===== src/rtl/alu_rr_sequencer.sv =====
// Round-robin front end sharing one combinational ALU between two requesters.
// Optional sticky overflow flag: define ALU_RR_STICKY_OVF_EN.
module alu_rr_sequencer #(
    parameter bit PRIO_INIT = 1'b0
) (
    input  logic        clk,
    input  logic        rst,
    input  logic        req0_valid,
    output logic        req0_ready,
    input  logic [3:0]  req0_op,
    input  logic [15:0] req0_a,
    input  logic [15:0] req0_b,
    input  logic        req1_valid,
    output logic        req1_ready,
    input  logic [3:0]  req1_op,
    input  logic [15:0] req1_a,
    input  logic [15:0] req1_b,
    output logic [15:0] alu_a,
    output logic [15:0] alu_b,
    output logic [3:0]  alu_op,
    input  logic [15:0] alu_result,
    input  logic        alu_carry,
    input  logic        alu_overflow,
    input  logic        alu_zero,
    output logic        rsp_valid,
    input  logic        rsp_ready,
    output logic        rsp_id,
    output logic [15:0] rsp_result,
    output logic        rsp_carry,
    output logic        rsp_overflow,
    output logic        rsp_zero,
`ifdef ALU_RR_STICKY_OVF_EN
    input  logic        ovf_clr,
    output logic        ovf_sticky,
`endif
    output logic        busy
);

    typedef enum logic [1:0] {
        IDLE = 2'd0,
        EXEC = 2'd1,
        RESP = 2'd2
    } state_t;

    state_t      state;
    state_t      state_nx;
    logic        prio;
    logic        cur_id;
    logic        grant0;
    logic        grant1;
    logic        take;
    logic [3:0]  op_q;
    logic [15:0] a_q;
    logic [15:0] b_q;

    // prio==0 favours req0 on a tie, prio==1 favours req1
    always_comb begin
        grant0 = req0_valid & (~req1_valid | ~prio);
        grant1 = req1_valid & (~req0_valid | prio);
        take   = (state == IDLE) & (grant0 | grant1);
    end

    always_ff @(posedge clk or posedge rst) begin
        if (rst) begin
            state <= IDLE;
        end else begin
            state <= state_nx;
        end
    end

    always_comb begin
        state_nx = state;
        unique case (state)
            IDLE: if (grant0 | grant1) state_nx = EXEC;
            EXEC: state_nx = RESP;
            RESP: if (rsp_ready) state_nx = IDLE;
            default: state_nx = IDLE;
        endcase
    end

    always_comb begin
        req0_ready = (state == IDLE) & grant0 & ~rst;
        req1_ready = (state == IDLE) & grant1 & ~rst;
        rsp_valid  = (state == RESP);
        busy       = (state != IDLE);
    end

    always_ff @(posedge clk or posedge rst) begin
        if (rst) begin
            prio   <= PRIO_INIT;
            cur_id <= 1'b0;
            op_q   <= '0;
            a_q    <= '0;
            b_q    <= '0;
        end else if (take) begin
            prio   <= grant0;
            cur_id <= grant1;
            op_q   <= grant1 ? req1_op : req0_op;
            a_q    <= grant1 ? req1_a : req0_a;
            b_q    <= grant1 ? req1_b : req0_b;
        end
    end

    always_ff @(posedge clk or posedge rst) begin
        if (rst) begin
            rsp_id       <= 1'b0;
            rsp_result   <= '0;
            rsp_carry    <= 1'b0;
            rsp_overflow <= 1'b0;
            rsp_zero     <= 1'b0;
        end else if (state == EXEC) begin
            rsp_id       <= cur_id;
            rsp_result   <= alu_result;
            rsp_carry    <= alu_carry;
            rsp_overflow <= alu_overflow;
            rsp_zero     <= alu_zero;
        end
    end

`ifdef ALU_RR_STICKY_OVF_EN
    always_ff @(posedge clk or posedge rst) begin
        if (rst) begin
            ovf_sticky <= 1'b0;
        end else if (ovf_clr) begin
            ovf_sticky <= 1'b0;
        end else if ((state == EXEC) && alu_overflow) begin
            ovf_sticky <= 1'b1;
        end
    end
`endif

    assign alu_a  = a_q;
    assign alu_b  = b_q;
    assign alu_op = op_q;

endmodule


===== config.mk =====
export PLATFORM = sky130hd
export DESIGN_NAME = alu_rr_sequencer
export DESIGN_NICKNAME = d
export VERILOG_FILES = /design/src/rtl/alu_rr_sequencer.sv
export SDC_FILE = /design/constraint.sdc
export NUM_CORES = 1
export LEC_CHECK = 0
export ABC_AREA = 1
export CORE_UTILIZATION = 40
export DETAILED_ROUTE_END_ITERATION = 7
export PLACE_DENSITY_LB_ADDON = 0.3
export SLEW_MARGIN = 20
export SYNTH_ARGS = -nofsm -noshare
export SYNTH_HDL_FRONTEND = slang
export SYNTH_SLANG_ARGS = --single-unit

===== constraint.sdc =====
create_clock -name clk -period 2.42 [get_ports clk]
set_input_delay 0.484 -clock clk [delete_from_list [all_inputs] [get_ports clk]]
set_output_delay 0.484 -clock clk [all_outputs]
set_load 0.01 [all_outputs]

==> flow_metrics.tcl, run 1 <==
set metrics [dict create \
    grt_pass1_vias 3002 \
    timing.rr.start "prio$_DFFE_PP0P_" \
    grt-busiest-layer "met2" \
    required_ns 1.94 \
    antenna_found_initial 0 \
    hpwl_mm 6.13 \
    syn2layout_area_growth_pct 61.7 \
    cts.sinks 60 \
    grt_util_met2_pct 39.2 \
    portBuffers 155 \
    fmax_mhz 425 \
    final_cells 640 \
    maxSlewViolCount 0 \
    cp_max_fo 5 \
    final_area_sq_um 4780 \
    ys_types 15 \
    fin_crit_ns 2.35 \
    cts-root-buf "clkbuf_8" \
    cts_tree "yes" \
    drt_iter0_markers 127 \
    status "completed" \
    start_util_pct 42.3 \
    place_area_sq_um 4560 \
    die_area_sq_um 7740 \
    postRouteAntennaNets 0 \
    io_pins 156 \
    rsz0062_at_grt "false" \
    placed_cells 624 \
    worstHoldStart "rsp_zero$_DFFE_PP0N_" \
    p_total_w 0.00546 \
    drive_above_1_share_pct 6.07 \
    yosys_warnings 0 \
    arrival_ns 1.87 \
    max_slew_margin_pct 57.7 \
    fin_nets 635 \
    place_congestion 0.809 \
    utilization_pct 68.5 \
    first_pass_iters 4 \
    final_hold_viol_count 0 \
    avgSynthCellArea_sq_um 7.64 \
    grt_max_degree 44 \
    leakagePower_nw 2.37 \
    grt_use_total_pct 23.3 \
    grt_pass1_wl_mm 13.7 \
    cp-startpoint "req1_valid" \
    routedWlPerCell_microns 13.5 \
    vias_per_cell 4.81 \
    crit_type "primary input to output pin" \
    ir_drop_mv 0.669 \
    fp.dieH_microns 88.0 \
    cts_made_buffers 9 \
    min_path_type "register to register" \
    startpoint_type "primary input" \
    ys_ff_latch 60 \
    clk_latency_ns 0.33 \
    n_fill_cell 594 \
    clk_pin_slew_ns 0.07 \
    totalWireLength_mm 8.65 \
    maxCapViolCount 0 \
    power-per-cell-area_nw_per_um2 1140 \
    grtUsageMet3_pct 7.63 \
    n_antenna_cell 0 \
    rows 30 \
    clk_path_buf_depth 2 \
    tns_ns 0 \
    h-tree-depth 3 \
    period_share_pct 97.2 \
    vias 3079 \
    fin_skew_ns 0.00704 \
    cts_setup_buffers 0 \
    setup_violations 0 \
    cp-end-kind "output pin" \
    synthCells 387 \
    drc_errors 0 \
    core_area_sq_um 6980 \
    synth-seq-area-share_pct 50.8 \
    syn-num-nets 483 \
    overflow 0 \
    grt_use_met1_pct 27.9 \
    hold_buffers 0 \
    netlist_area_sq_um 2960 \
    ctsResizeCount 0 \
    die_x_microns 88.0 \
    worst_slew_pin_slew_ns 0.632 \
]
[final cells by class]
| class | instances | area (sq um) | area share (%) |
|---|---|---|---|
| clock buffer | 12 | 145 | 3.04 |
| clock inverter | 4 | 72.6 | 1.52 |
| inverter | 8 | 35.0 | 0.733 |
| multi-input combinational | 293 | 1240 | 25.9 |
| sequential | 60 | 1500 | 31.4 |
| tap | 96 | 120 | 2.51 |
| timing repair buffer | 167 | 1670 | 34.9 |
[worst max-delay path: stages]
cell,delay (ns)
clkdlybuf4s50_1,0.48
nand2_1,0.12
nand3_1,0.12
nor2_1,0.12
clkdlybuf4s50_1,0.54
[synth_stat cells, drive strengths merged]
library cell	count	share of area [%]
nor2	4	0.59
buf	21	5.5
clkbuf	5	0.63
nand2	193	25
inv	7	0.89
nand3	95	16
clkinv	1	0.30
o21ai	1	0.17
dfrtp	60	51
[final timing paths]
kind                                              end  depth (start not counted)  slack, ns
worst min-delay path             rsp_zero$_DFFE_PP0N_                          2       0.47
worst max register to register  alu_a[14]$_DFFE_PP0P_                          7       0.71
min in group asynchronous        alu_b[2]$_DFFE_PP0P_                          2       0.52
worst min register to register   rsp_zero$_DFFE_PP0N_                          2       0.47
max in group asynchronous            prio$_DFFE_PP0P_                          3       1.35
worst max-delay path                       req0_ready                          5       0.07
[placed cells by master, fill, tap and decap left out, types with 2 or more instances in the layout]
cell             count
nand2_2              2
nand3_1             94
buf_4               10
inv_1                6
nor2_1               3
clkbuf_8            10
dfrtp_1             60
nand2_1            190
clkdlybuf4s50_1    155
buf_12               2
bufinv_16            2
clkbuf_1             2
[stage by stage]
step / worst slack, ns / hold slack [ns]
floorplan: 0.451 / 0.443
global placement: 0.0850 / 0.454
detailed placement: 0.0606 / 0.458
CTS: 0.0568 / 0.474
global route: 0.0182 / 0.494
finish: 0.0683 / 0.470
[state kept, by name, indices dropped and copies added (netlist names)]
register,count
alu_a,16
alu_b,16
alu_op,4
cur_id,1
prio,1
rsp_carry,1
rsp_id,1
rsp_overflow,1
rsp_result,16
rsp_zero,1
state,2
[power breakdown]
group | leakage [nW] | internal (W) | switching, W
logic | 1.52 | 0.00134 | 0.00139
registers | 0.745 | 0.00149 | 0.000260
clock network | 0.107 | 0.000607 | 0.000384
total | 2.37 | 0.00343 | 0.00203
[routing by layer]
metal	vias up	part of all wire (%)
met3	8	8.7
li1	1537	-
met4	0	0.96
met5	-	0
met2	132	49
met1	1402	41
[kinds of logic (layout without fill, tap and decap cells)]
logic type | Yosys count | after routing | synth area share [%]
compound gates | 1 | 1 | 0.169
buf+inv | 34 | 191 | 7.28
flops | 60 | 60 | 50.8
simple gates | 292 | 292 | 41.8
No activity file was read; power rests on OpenSTA's default activity.
==> run 2: changes to the inputs <==
Settings changed: CORE_UTILIZATION 40 to 50, DONT_BUFFER_PORTS set to 1.
==> flow_metrics.tcl, run 2 (same netlist as run 1, synthesis figures left out) <==
set metrics [dict create \
    status "completed" \
    cp_max_fo 4 \
    io_pins 156 \
    maxCapViolCount 0 \
    postRouteAntennaNets 0 \
    place_congestion 0.787 \
    layout_commonest_cell "nand2_1" \
    rsz0062_at_grt "false" \
    routedWlPerCell_microns 15.2 \
    core_area_sq_um 5610 \
    crit_type "register to output pin" \
    fp.dieH_microns 78.9 \
    cts_made_buffers 9 \
    totalWireLength_mm 6.89 \
    drt_iter0_markers 149 \
    fin_crit_ns 1.90 \
    cp_slowest_cell "dfrtp_1" \
    startpoint_type "register" \
    clk_path_buf_depth 2 \
    grt_pass1_vias 2309 \
    worst_slew_pin_slew_ns 0.638 \
    pre_cts_slack_ns 0.652 \
    overflow 0 \
    fin_skew_ns 0.00448 \
    cts.sinks 60 \
    antenna_found_initial 0 \
    grt_max_degree 41 \
    clk_pin_slew_ns 0.07 \
    period_share_pct 78.4 \
    drc_errors 0 \
    grt_pass1_wl_mm 11.0 \
    syn2layout_area_growth_pct 7.11 \
    grt_util_met2_pct 38.6 \
    hold_buffers 0 \
    die_x_microns 78.9 \
    drive_above_1_share_pct 7.07 \
    min_path_type "primary input to asynchronous set/reset pin" \
    grt_use_total_pct 23.2 \
    hpwl_mm 4.69 \
    n_antenna_cell 0 \
    grt_use_met1_pct 27.6 \
    grtUsageMet3_pct 6.67 \
    vias 2460 \
    layout_common_cells "nand2_1, nand3_1, dfrtp_1, clkbuf_8, inv_1" \
    cp-end-kind "output pin" \
    cts-root-buf "clkbuf_8" \
    portBuffers 0 \
    ctsResizeCount 0 \
    die_area_sq_um 6220 \
    path_cells "nor2_2 -> nand3_1 -> nor2_1" \
    cp_slowest_stage_delay_ns 0.39 \
    final_hold_viol_count 0 \
    maxSlewViolCount 0 \
    vias_per_cell 5.42 \
    ir_drop_mv 0.613 \
    setup_violations 0 \
    setup_ws_ns 0.523 \
    first_pass_iters 4 \
    h-tree-depth 3 \
    cts_setup_buffers 0 \
    rows 27 \
    tns_ns 0 \
    grt-busiest-layer "met2" \
    fmax_mhz 527 \
    clk_latency_ns 0.33 \
    leakagePower_nw 1.76 \
    arrival_ns 1.41 \
    fin_nets 473 \
    max_slew_margin_pct 57.3 \
    power-per-cell-area_nw_per_um2 1420 \
    cts_tree "yes" \
    required_ns 1.94 \
    start_util_pct 52.7 \
]
run 2: routing by layer:
metal  part of all wire, %  wire length [microns]  vias up
met4                   2.1                    144        0
met1                    41                   2820     1122
met5                     0                      0        -
li1                      -                      -     1214
met3                   9.4                    650       12
met2                    48                   3280      112
run 2: path summary, 6_finish.rpt:
check | from | end | slack, ns | cells past startpoint
worst max-delay path | state[0]$_DFFE_PP0P_ | req1_ready | 0.52 | 3
worst min-delay path | rst | alu_op[1]$_DFFE_PP0P_ | 0.10 | 1
worst max register to register | prio$_DFFE_PP0P_ | alu_b[10]$_DFFE_PP0P_ | 0.78 | 6
worst min register to register | cur_id$_DFFE_PP0P_ | cur_id$_DFFE_PP0P_ | 0.49 | 2
max in group asynchronous | rst | rsp_result[1]$_DFFE_PP0N_ | 1.74 | 2
min in group clk | alu_overflow | rsp_overflow$_DFFE_PP0N_ | 0.30 | 2
run 2: critical path: cells and delay by family, from the launching register on:
family           cells  cell delay, ns
and+or+nand+nor      3            0.70
DFF                  1            0.39
run 2: where the power goes:
group          total, W  internal [W]  switching (W)  leakage (nW)
Clock           0.00112      0.000740       0.000382         0.127
Combinational   0.00132      0.000415       0.000910         0.888
Sequential      0.00205       0.00149       0.000558         0.745
run 2: metrics by stage:
step                      util [%]  std cells  instance area (sq um)  power [W]  hold slack, ns
after floorplan                  -        387                   2960    0.00316           0.443
after global placement        52.0        438                   2920    0.00335           0.464
after detailed placement      52.0        438                   2920    0.00341           0.473
after CTS                     56.5        454                   3170    0.00455           0.111
after global routing          56.5        454                   3170    0.00486           0.144
final                         56.5        454                   3170    0.00449           0.101
run 2: area by class of cell:
| class | instances | area (sq um) |
|---|---|---|
| Clock inverter | 4 | 95.1 |
| Clock buffer | 12 | 155 |
| Sequential cell | 60 | 1500 |
| Multi-Input combinational cell | 293 | 1240 |
| Inverter | 8 | 35.0 |
| Fill cell | 549 | 2440 |
| Tap cell | 72 | 90.1 |
| Timing Repair Buffer | 5 | 50.0 |
